### config.mk
export PLATFORM = sky130hd
export DESIGN_NAME = uba_intr_arb
export DESIGN_NICKNAME = d
export VERILOG_FILES = /design/src/rtl/uba_intr_pkg.sv /design/src/rtl/uba_intr_prio.sv /design/src/rtl/uba_intr_arb.sv
export SDC_FILE = /design/constraint.sdc
export NUM_CORES = 1
export LEC_CHECK = 0
export BUFFER_PORTS_ARGS = -buffer_cell sky130_fd_sc_hd__clkbuf_2
export CAP_MARGIN = 0
export CORE_MARGIN = 3
export CORE_UTILIZATION = 40
export DETAILED_ROUTE_END_ITERATION = 16
export PLACE_DENSITY = 0.72
export SETUP_SLACK_MARGIN = 0.02
export SLEW_MARGIN = 20
export SYNTH_ARGS = -nofsm -noshare
export SYNTH_HDL_FRONTEND = slang
export SYNTH_SLANG_ARGS = --single-unit
### constraint.sdc
create_clock -name clk -period 2.1 [get_ports clk]
set_input_delay 0.21 -clock clk [delete_from_list [all_inputs] [get_ports clk]]
set_output_delay 0.21 -clock clk [all_outputs]
set_load 0.01 [all_outputs]
### src/rtl/uba_intr_pkg.sv
// Shared types and defaults for the UBA interrupt arbiter.
// The vector-read timeout is optional (UBA_TIMEOUT_EN), see uba_intr_arb.
package uba_intr_pkg;

    localparam int unsigned VECTW       = 16;
    localparam int unsigned SELW        = 3;
    localparam int unsigned TIMEOUT_DEF = 127;
    localparam int unsigned HOLDOFF_DEF = 4;

    typedef enum logic [2:0] {
        IDLE,
        REQ,
        IACK,
        VECTRD,
        VECTCLR,
        DONE,
        HOLD
    } intrState_t;

endpackage

### src/rtl/uba_intr_prio.sv
// Fixed-priority encoder: lowest asserted request index wins.
module uba_intr_prio
    import uba_intr_pkg::*;
#(
    parameter int unsigned N = 4
) (
    input  logic [N-1:0]    req,
    output logic [SELW-1:0] idx,
    output logic            any
);

    always_comb begin
        idx = '0;
        any = |req;
        // Scan downwards so the lowest set bit is written last.
        for (int unsigned i = N; i > 0; i--) begin
            if (req[i-1]) idx = SELW'(i - 1);
        end
    end

endmodule

### src/rtl/uba_intr_arb.sv
// Bus-side interrupt arbiter and vector fetch controller.
// Define UBA_TIMEOUT_EN to build the vector-read timeout counter.
module uba_intr_arb
    import uba_intr_pkg::*;
#(
    parameter int unsigned NDEV    = 4,
    parameter int unsigned TIMEOUT = TIMEOUT_DEF,
    parameter int unsigned HOLDOFF = HOLDOFF_DEF
) (
    input  logic                  clk,
    input  logic                  rst,
    input  logic [NDEV-1:0]       devINTR,
    output logic [NDEV-1:0]       devIACK,
    output logic [NDEV-1:0]       devVECTREAD,
    input  logic [NDEV-1:0]       devVECTACK,
    input  logic [VECTW*NDEV-1:0] devVECT,
    output logic                  cpuINTR,
    input  logic                  cpuIACK,
    output logic [VECTW-1:0]      cpuVECT,
    output logic                  cpuVALID,
    output logic                  cpuNXM
);

    intrState_t         state, nextState;
    logic [SELW-1:0]    sel, nextSel, prioIdx;
    logic               anyReq;
    logic [3:0]         holdCnt, nextHoldCnt;
    logic [VECTW-1:0]   nextVect;
    logic               nextNxm;
    logic [7:0]         nextOneHot;
    logic               toExpired;

    // Pad to eight slots so a 3-bit select indexes cleanly for any NDEV.
    logic [7:0]         ackPad;
    logic [8*VECTW-1:0] vectPad;

    assign ackPad  = 8'(devVECTACK);
    assign vectPad = (8*VECTW)'(devVECT);

    uba_intr_prio #(.N(NDEV)) prio (
        .req (devINTR),
        .idx (prioIdx),
        .any (anyReq)
    );

`ifdef UBA_TIMEOUT_EN
    logic [7:0] toCnt;

    always_ff @(posedge clk or negedge rst) begin
        if (!rst)                 toCnt <= '0;
        else if (state == VECTRD) toCnt <= toCnt + 8'd1;
        else                      toCnt <= '0;
    end

    assign toExpired = (toCnt == 8'(TIMEOUT - 1));
`else
    logic unusedTimeout;

    assign unusedTimeout = ^8'(TIMEOUT);
    assign toExpired     = 1'b0;
`endif

    always_comb begin
        nextState   = state;
        nextSel     = sel;
        nextHoldCnt = holdCnt;
        nextVect    = cpuVECT;
        nextNxm     = cpuNXM;
        case (state)
            IDLE: if (anyReq) nextState = REQ;
            REQ: begin
                if (cpuIACK && anyReq) begin
                    nextSel   = prioIdx;
                    nextState = IACK;
                end else if (cpuIACK) begin
                    nextVect  = '0;
                    nextNxm   = 1'b1;
                    nextState = DONE;
                end else if (!anyReq) begin
                    nextState = IDLE;
                end
            end
            IACK: nextState = VECTRD;
            VECTRD: begin
                if (ackPad[sel]) begin
                    nextVect  = vectPad[{sel, 4'b0000} +: VECTW];
                    nextNxm   = 1'b0;
                    nextState = VECTCLR;
                end else if (toExpired) begin
                    nextVect  = '0;
                    nextNxm   = 1'b1;
                    nextState = DONE;
                end
            end
            VECTCLR: if (!ackPad[sel]) nextState = DONE;
            DONE: begin
                nextHoldCnt = '0;
                nextState   = HOLD;
            end
            HOLD: begin
                if (holdCnt == 4'(HOLDOFF - 1)) nextState = IDLE;
                else                            nextHoldCnt = holdCnt + 4'd1;
            end
            default: nextState = IDLE;
        endcase
        nextOneHot = 8'd1 << nextSel;
    end

    // Outputs are decoded from the next state so they are registered Moore outputs.
    always_ff @(posedge clk or negedge rst) begin
        if (!rst) begin
            state       <= IDLE;
            sel         <= '0;
            holdCnt     <= '0;
            cpuINTR     <= 1'b0;
            cpuVALID    <= 1'b0;
            cpuVECT     <= '0;
            cpuNXM      <= 1'b0;
            devIACK     <= '0;
            devVECTREAD <= '0;
        end else begin
            state       <= nextState;
            sel         <= nextSel;
            holdCnt     <= nextHoldCnt;
            cpuVECT     <= nextVect;
            cpuNXM      <= nextNxm;
            cpuINTR     <= (nextState == REQ);
            cpuVALID    <= (nextState == DONE);
            devIACK     <= (nextState == IACK)   ? nextOneHot[NDEV-1:0] : '0;
            devVECTREAD <= (nextState == VECTRD) ? nextOneHot[NDEV-1:0] : '0;
        end
    end

endmodule

# [After elaboration in Yosys (flattened, before gate mapping)]
# Index checks and enable logic that the tools add are counted.
[word_totals] reg_bits=37 in_bits=75 out_inout_bits=27 wordCells=63
[op_classes] add_sub_neg=1 magnitude_cmp=1 n_eq_ne=15 shift=2 mux=28 n_reduce_logical=7
[ops] op="$shiftx 128x8->16" count=1
[ops] op="$mux 16" count=3
[ops] op="$pmux 16 s2" count=1
[ops] op="$mux 3" count=9
[ops] op="$pmux 3 s7" count=1
[ops] op="$eq 3x2->1 const B" count=4
[ops] op="$eq 3x3->1 const B" count=4
[ops] op="$mux 4" count=3
[ops] op="$mux 2" count=4
[ops] op="$ne 2x2->1 const B" count=4
[ops] op="$pmux 4 s2" count=1
[ops] op="$eq 3x1->1 const B" count=2
[ops] op="$add 4x1->4 const B" count=1
[ops] op="$eq 4x2->1 const B" count=1
[ops] op="$lt 3x4->1 const B" count=1
[ops] op="$mux 1" count=4
[ops] op="$reduce_and 4->1" count=1
[ops] op="$reduce_bool 2->1" count=2
[ops] op="$reduce_or 4->1" count=1
[ops] op="$shl 1x3->4 const A" count=1
[ops] op="$bmux 1 s3" count=1
[ops] op="$logic_not 3->1" count=1
[ops] op="$pmux 1 s2" count=1
[ops] op="$reduce_and 2->1" count=1
[ops] op="$logic_and 1x1->1" count=1

# [Longest topological paths before layout]
# Gate-level depths: netlist of the first run.
[logic_depth] ltp_word=8 ltp_mapped=7 ltp_nobuf=5

# [By module]
# A second synthesis of the first run with hierarchy kept.
[unflattened] hier_cells=197 area_unflattened_um2=2178.3
[by_module_without_submodules] module="uba_intr_arb" instances=1 cells_each=188 area_per_inst_um2=2132.0 seq_area_each_um2=925.9
[by_module_without_submodules] module="uba_intr_prio" instances=1 cells_each=9 area_per_inst_um2=46.3 seq_area_each_um2=0.0

# [Worst setup path after synthesis of the first run]
# Ideal clock, no wire load.
[synth_timing] path_kind="register to register" from="register sel[0]" to="register cpuVALID" setup_time_ns=0.120 arrival_ns=1.770 required_ns=1.980 setup_slack_ns=0.210 path_stages_with_launch=6 path_buffers=1 period_less_slack_ns=1.890 cell_sequence="dfrtp_1 -> buf_6 -> mux4_2 -> a22oi_4 -> or3b_1 -> and3b_1"
[synth_via] elab_chain_len=5 elab_cells_between_ends=6 cone_classes="eq/ne: 1; mux: 5"
[synth_rtl] element="from (decl)" line_no="uba_intr_arb.sv:25" rtl="logic [SELW-1:0] sel, nextSel, prioIdx;"
[synth_rtl] element="from (signal assigned)" line_no="uba_intr_arb.sv:123" rtl="sel <= nextSel;"
[synth_rtl] element="$bmux 1 s3 (*)" line_no="uba_intr_arb.sv:85, uba_intr_arb.sv:95"
[synth_rtl] element="$mux 1 (implied by the code) (*)" line_no="uba_intr_arb.sv:85, uba_intr_arb.sv:95"
[synth_rtl] element="$mux 3, on equally long branches" line_no="uba_intr_arb.sv:95, uba_intr_arb.sv:85"
[synth_rtl] element="$pmux 3 s7 (*)" line_no="uba_intr_arb.sv:69" rtl="case (state)"
[synth_rtl] element="via nextState[2]" line_no="uba_intr_arb.sv:24" rtl="intrState_t state, nextState;"
[synth_rtl] element="$eq 3x3->1 (*)" line_no="uba_intr_arb.sv:128" rtl="cpuVALID <= (nextState == DONE);"
[synth_rtl] element="to (signal assigned)" line_no="uba_intr_arb.sv:128"
[synth_rtl] element="to (decl)" line_no="uba_intr_arb.sv:20" rtl="output logic cpuVALID,"
# Mark *: on every way through the listed nets, which the timed path passes. The rest lies on a longest branch. The select of a mux whose other input is x is not followed.
# A chain may end at the register's enable or synchronous reset.

# [Final worst setup path of the first run]
# Same ends and word-level chain as after synthesis.

==> reports/qor.yml, run 1 <==
leakagePower_nw: 1.353
crit_slowest_cell: "mux4_2"
final-hold-violation-count: 0
p_switching_mw: 1.170
relSlewSlack_pct: 39.88
cts_setup_buffers: 0
synthArstFlopShare_pct: 100.0
rows: 25
max_freq_mhz: 565.9
root_buffer: "clkbuf_8"
n_fill_cell: 467
fp.coreArea_mm2: 0.004817
area_growth_pct: 33.25
worst-path-max-fanout: 3
fin_skew_ps: 6.447
synthTopCellsByArea: "dfrtp_1 46%, mux4_2 19%, nand2_1 7.0%"
peakVddDrop_v: 0.0005238
synthesis.nets: 256
drive_above_1_share_pct: 48.23
cts_resized: 0
drv_cap: 0
status: "finished clean"
critPathKind: "reg2reg"
place.gp.congestion: 0.8000
crit_chain: "mux4_2 -> a22oi_4 -> or3b_1 -> and3b_1"
diodes: 0
utilization_pct: 56.10
grt_antenna_before_repair: 0
cts_tree: "done"
avgSynthCellArea_um2: 11.27
dpl.hpwl_mm: 3.810
routed_wl_mm: 4.820
reg2reg_slack_ps: 330
synth_cell_types: 41
crit_required_ps: 2280
htreeDepth: 2
timing.rr.start: "sel[0]$_DFF_PN0_"
maxSlewViolCount: 0
cp.arrival_ps: 1950
vias_per_cell: 5.049
start_kind: "flop"
internal_power_mw: 1.909
grt_first_pass_wirelength_mm: 8.376
multiInputGateArea_mm2: 0.001049
grt-ovfl-total: 0
track_usage_pct: 17.37
postRouteAntennaNets: 0
die_area_mm2: 0.005961
p_per_area_mw_per_mm2: 1139
die_x_um: 77.21
final_common_cell: "clkbuf_2"
drt_iter0_drc: 64
clk_pin_slew_worst_paths_ps: 70
endpoint_kind: "flop"
hold_buffers: 0
grt_max_degree: 38
switching_share_pct: 38.00
min_period_ps: 1767
setup_tns_ps: 0
finalCritPeriodShare_pct: 84.15
path_buf_inv: 0
die_h_um: 77.21
pwr-share-clk_pct: 15.4
port_buffers: 101
dr.pass1.iters: 4
comb_power_share_pct: 48.9
cts_inserted_buffers: 5
netlist_area_mm2: 0.002028
synth_top_area_share_pct: 45.65
layout_common_cells: "101 x clkbuf_2, 38 x nand2_1, 37 x dfrtp_1, 18 x o21ai_0, 17 x mux4_2"
first_global_vias: 1774
ff2ff_path_depth: 4
r2r_end: "cpuVALID$_DFF_PN0_"
cts.sinks: 37
synth-warning-count: 0
drc: 0
synth_enable_flop_cells: 0
ioPinCount: 102
clk_latency_ps: 290
clockBufferDepth: 2
setup_viol: 0
seqCellArea_um2: 925.9
num_vias: 1762
ys_seq_elements: 37
hp-class: "in2async"
p_seq_share_pct: 35.6
cp_slowest_stage_delay_ps: 560
yosys.area.top_type: "dfrtp_1"
routedWlPerCell_um: 13.81
fin_nets: 357
rsz0062_at_grt: "no"
start_util_pct: 42.10
critical-path-top-delay-family: "multiplexers"
synthCells: 180
worst_pin_slew_ps: 901.8
dominantRegCellSynth: "dfrtp_1"
ys_seq_area_share_pct: 45.65
[cell families (layout without fill, tap and decap cells)]
logic type	count (synthesis)	in the layout	synth area share, %
mux	20	20	20.42
flops	37	37	45.65
fa+ha+maj	1	1	0.6168
buf+inv	16	118	3.393
xor+xnor	2	2	0.8638
simple gates	70	70	18.38
compound gates	34	34	10.67
[power groups by stage]
stage               clock network (mW)  registers (mW)  logic (mW)
CTS                              0.485            1.10        1.53
floorplan                            0            1.10        1.09
finish                           0.475            1.10        1.51
global route                     0.524            1.14        1.70
global placement                     0            1.10        1.50
detailed placement                   0            1.11        1.53
[flip-flops by register name, summed over array words and instances (netlist names), 3 cells and up]
register,cells
devVECTREAD,4
cpuVECT,16
sel,3
devIACK,4
holdCnt,4
state,3
[final cells by class]
class,count,share of cell area [%]
clock buffers,6,2.685
clock inverters,2,0.3704
inverters,3,0.4167
multi-input cells,127,38.80
flip-flops and latches,37,34.26
well taps,67,3.102
repair buffers,107,20.37
[how the worst max path moves through the flow]
stage	from	endpoint	slack, ps	cells after the start
finish	sel[0]$_DFF_PN0_	cpuVALID$_DFF_PN0_	330	4
global placement	sel[0]$_DFF_PN0_	cpuVALID$_DFF_PN0_	360	4
detailed placement	sel[0]$_DFF_PN0_	cpuVALID$_DFF_PN0_	340	4
global route	state[2]$_DFF_PN0_	devVECTREAD[1]$_DFF_PN0_	230	4
floorplan	sel[0]$_DFF_PN0_	cpuVALID$_DFF_PN0_	210	5
CTS	sel[0]$_DFF_PN0_	cpuVALID$_DFF_PN0_	320	4
[cell usage after synthesis (2+ instances only)]
master	count
o22a_1	2
a21oi_1	5
a21boi_0	2
and2_1	2
nor4_1	3
o21ai_0	18
nor2b_1	3
mux2i_1	2
nor4b_1	2
mux4_2	17
dfrtp_1	37
nor2_1	7
clkbuf_1	10
and3b_1	3
xnor2_1	2
nand2_1	38
inv_1	3
[through the flow]
stage / instances / area, um^2 / setup WS, ps / power [mW] / hold slack, ps
floorplan: 180 / 2028 / 209.7 / 2.182 / -85.59
global placement: 341 / 2620 / 357.7 / 2.603 / 369.5
detailed placement: 341 / 2620 / 337.5 / 2.636 / 384.9
CTS: 349 / 2703 / 317.7 / 3.114 / 72.93
global route: 349 / 2703 / 230.5 / 3.360 / 112.8
finish: 349 / 2703 / 332.8 / 3.079 / 37.09
[routing by layer]
metal | global-route usage (%) | vias to the layer above | routed length [um] | part of all wire (%)
met5 | 0 | - | 0 | 0
met3 | 4.812 | 4 | 323 | 6.7
met1 | 22.18 | 832 | 1979 | 41
li1 | - | 863 | - | -
met4 | 3.203 | 0 | 36 | 0.75
met2 | 29.71 | 63 | 2479 | 51
No activity file was read; power rests on OpenSTA's default activity.
==> inputs of run 2 (changes only) <==
--- a/config.mk
+++ b/config.mk
@@ -10,7 +10,7 @@
 export CORE_MARGIN = 3
 export CORE_UTILIZATION = 40
 export DETAILED_ROUTE_END_ITERATION = 16
-export PLACE_DENSITY = 0.72
+export PLACE_DENSITY = 0.74
 export SETUP_SLACK_MARGIN = 0.02
 export SLEW_MARGIN = 20
 export SYNTH_ARGS = -nofsm -noshare
==> constraint.sdc (replaced) <==
create_clock -name clk -period 1.5 [get_ports clk]
set_input_delay 0.15 -clock clk [delete_from_list [all_inputs] [get_ports clk]]
set_output_delay 0.15 -clock clk [all_outputs]
set_load 0.01 [all_outputs]
==> run 2 against run 1 <==
The run now ends with negative setup slack left; die area is the same; clock skew barely moved; maximum frequency fell by 2.9%; sequential power up 45%; critical path type unchanged; highest routed layer unchanged.
==> reports/qor.yml, run 2 (synthesized netlist as in run 1, its figures left out) <==
reg2reg_slack_ps: -320  # was 330 ps
whs_ps: 122.0  # was 37.09 ps
cts_inserted_buffers: 5  # unchanged
peakVddDrop_v: 0.0008818  # was 0.0005238 V
routed_wl_mm: 7.536  # was 4.820 mm
final-hold-violation-count: 0  # unchanged
drv_cap: 0  # unchanged
critPathKind: "reg2reg"  # unchanged
area_growth_pct: 63.97  # was 33.25%
port_buffers: 101  # unchanged
rsz0062_at_grt: "yes"  # was no
drt_iter0_drc: 192  # was 64
postLayoutCellArea_mm2: 0.003326  # was 0.002703 mm^2
clk_latency_ps: 290  # about the same
clk_pin_slew_worst_paths_ps: 70  # about the same
first_global_vias: 2020  # was 1774
dp_slack_ps: -234.5  # was 337.5 ps
endpoint_kind: "flop"  # unchanged
fin_ws_ps: -319.3  # was 332.8 ps
dpl-instance-area_mm2: 0.002813  # was 0.002620 mm^2
die_x_um: 77.21  # unchanged
post-place-cells: 365  # was 341
start_util_pct: 42.10  # unchanged
cts.sinks: 37  # unchanged
htreeDepth: 2  # unchanged
fin_skew_ps: 6.226  # was 6.447 ps
hp-class: "in2reg"  # was in2async
max_freq_mhz: 549.7  # was 565.9 MHz
ioPinCount: 102  # unchanged
cts_tree: "done"  # unchanged
routedWlPerCell_um: 19.42  # was 13.81 um
place.gp.congestion: 0.8403  # was 0.8000
p_per_area_mw_per_mm2: 1773  # was 1139 mW/mm^2
grt_max_degree: 38  # unchanged
leakagePower_nw: 1.653  # was 1.353 nW
root_buffer: "clkbuf_8"  # unchanged
grt_antenna_before_repair: 0  # unchanged
grt_first_pass_wirelength_mm: 9.756  # was 8.376 mm
num_vias: 2153  # was 1762
layout_common_cells: "101 x clkbuf_2, 34 x dfrtp_1, 31 x buf_4, 26 x nand2_1, 17 x mux4_2"  # was 101 x clkbuf_2, 38 x nand2_1, 37 x dfrtp_1, 18 x o21ai_0, 17 x mux4_2
largest_reg_flops: 16  # unchanged
drive_above_1_share_pct: 67.29  # was 48.23%
fp.coreArea_mm2: 0.004817  # unchanged
fin_cells: 388  # was 349
regMostFlops: "cpuVECT"  # unchanged
setup_viol: 25  # was 0
diodes: 0  # unchanged
worst-path-max-fanout: 3  # unchanged
die_area_mm2: 0.005961  # unchanged
die_h_um: 77.21  # unchanged
utilization_pct: 69.04  # was 56.10%
dr.pass1.iters: 4  # unchanged
crit_required_ps: 1680  # was 2280 ps
setup_tns_ps: -4608  # was 0 ps
cp.arrival_ps: 2000  # was 1950 ps
n_fill_cell: 349  # was 467
final_common_cell: "clkbuf_2"  # unchanged
status: "finished, violations left"  # was finished clean
fin_nets: 396  # was 357
dpl.hpwl_mm: 4.373  # was 3.810 mm
track_usage_pct: 20.83  # was 17.37%
grt-ovfl-total: 0  # unchanged
finalCritPeriodShare_pct: 121.3  # was 84.15%
start_kind: "flop"  # unchanged
maxSlewViolCount: 0  # unchanged
relSlewSlack_pct: 67.99  # was 39.88%
worst_pin_slew_ps: 480.1  # was 901.8 ps
vias_per_cell: 5.549  # was 5.049
p_total_mw: 5.896  # was 3.079 mW
min_period_ps: 1819  # was 1767 ps
clockBufferDepth: 2  # unchanged
drc: 0  # unchanged
postRouteAntennaNets: 0  # unchanged
violations: "negative setup slack"
rows: 25  # unchanged
run 2: changes by cell type in the layout (fill, tap and decap cells not counted), moves of 5 or more:
cell,delta
nand2_4,+7
buf_4,+25
o21ai_2,+15
nand2_2,+5
nand2_1,-12
o21ai_0,-17
buf_6,+7
run 2: path summary, 6_finish.rpt:
kind / startpoint / cells past startpoint / to
min reg2reg: cpuVECT[3]$_DFFE_PN0P_ / 2 / cpuVECT[3]$_DFFE_PN0P_
max reg2reg: sel[0]$_DFF_PN0_ / 4 / cpuVALID$_DFF_PN0_
max in group asynchronous: rst / 3 / state[0]$_DFF_PN0_
min: devINTR[0] / 2 / devIACK[0]$_DFF_PN0_
min in group asynchronous: rst / 3 / cpuVECT[6]$_DFFE_PN0P_
max: sel[0]$_DFF_PN0_ / 4 / cpuVALID$_DFF_PN0_
run 2: timing repair:
item / in CTS / in global routing
hold buffers: 1 / 0
resized for setup: 19 / 64
buffers inserted: 7 / 4
endpoints found under the setup margin: 27 / 28
cloned: 1 / 3
endpoints found under the hold margin: 37 / 0
pin swaps: 1 / 22
run 2: critical path, cell delays in order, from the launching register on:
cell,delay (ps)
dfrtp_1,380
mux4_2,570
a22oi_4,160
or3b_1,410
and3b_1,200
run 2: final cells by class:
type / instances / area (um^2) / area share (%)
clock inverter: 2 / 10.01 / 0.3010
tap: 67 / 83.83 / 2.521
timing repair buffer: 146 / 962.2 / 28.93
inverter: 3 / 11.26 / 0.3386
clock buffer: 6 / 72.57 / 2.182
sequential: 37 / 929.6 / 27.95
multi-input combinational: 127 / 1256 / 37.77
run 2: routing by layer:
layer,vias to the layer above,track usage [%],share of wire (%)
met3,29,3.286,7.8
met4,0,8.719,3.9
li1,947,-,-
met2,129,36.10,54
met5,-,0,0
met1,1048,25.67,34
run 2: power by group:
| part | switching, mW | internal, mW | total [mW] |
|---|---|---|---|
| registers | 0.296 | 1.30 | 1.60 |
| logic | 1.72 | 1.90 | 3.62 |
| clock network | 0.360 | 0.322 | 0.682 |
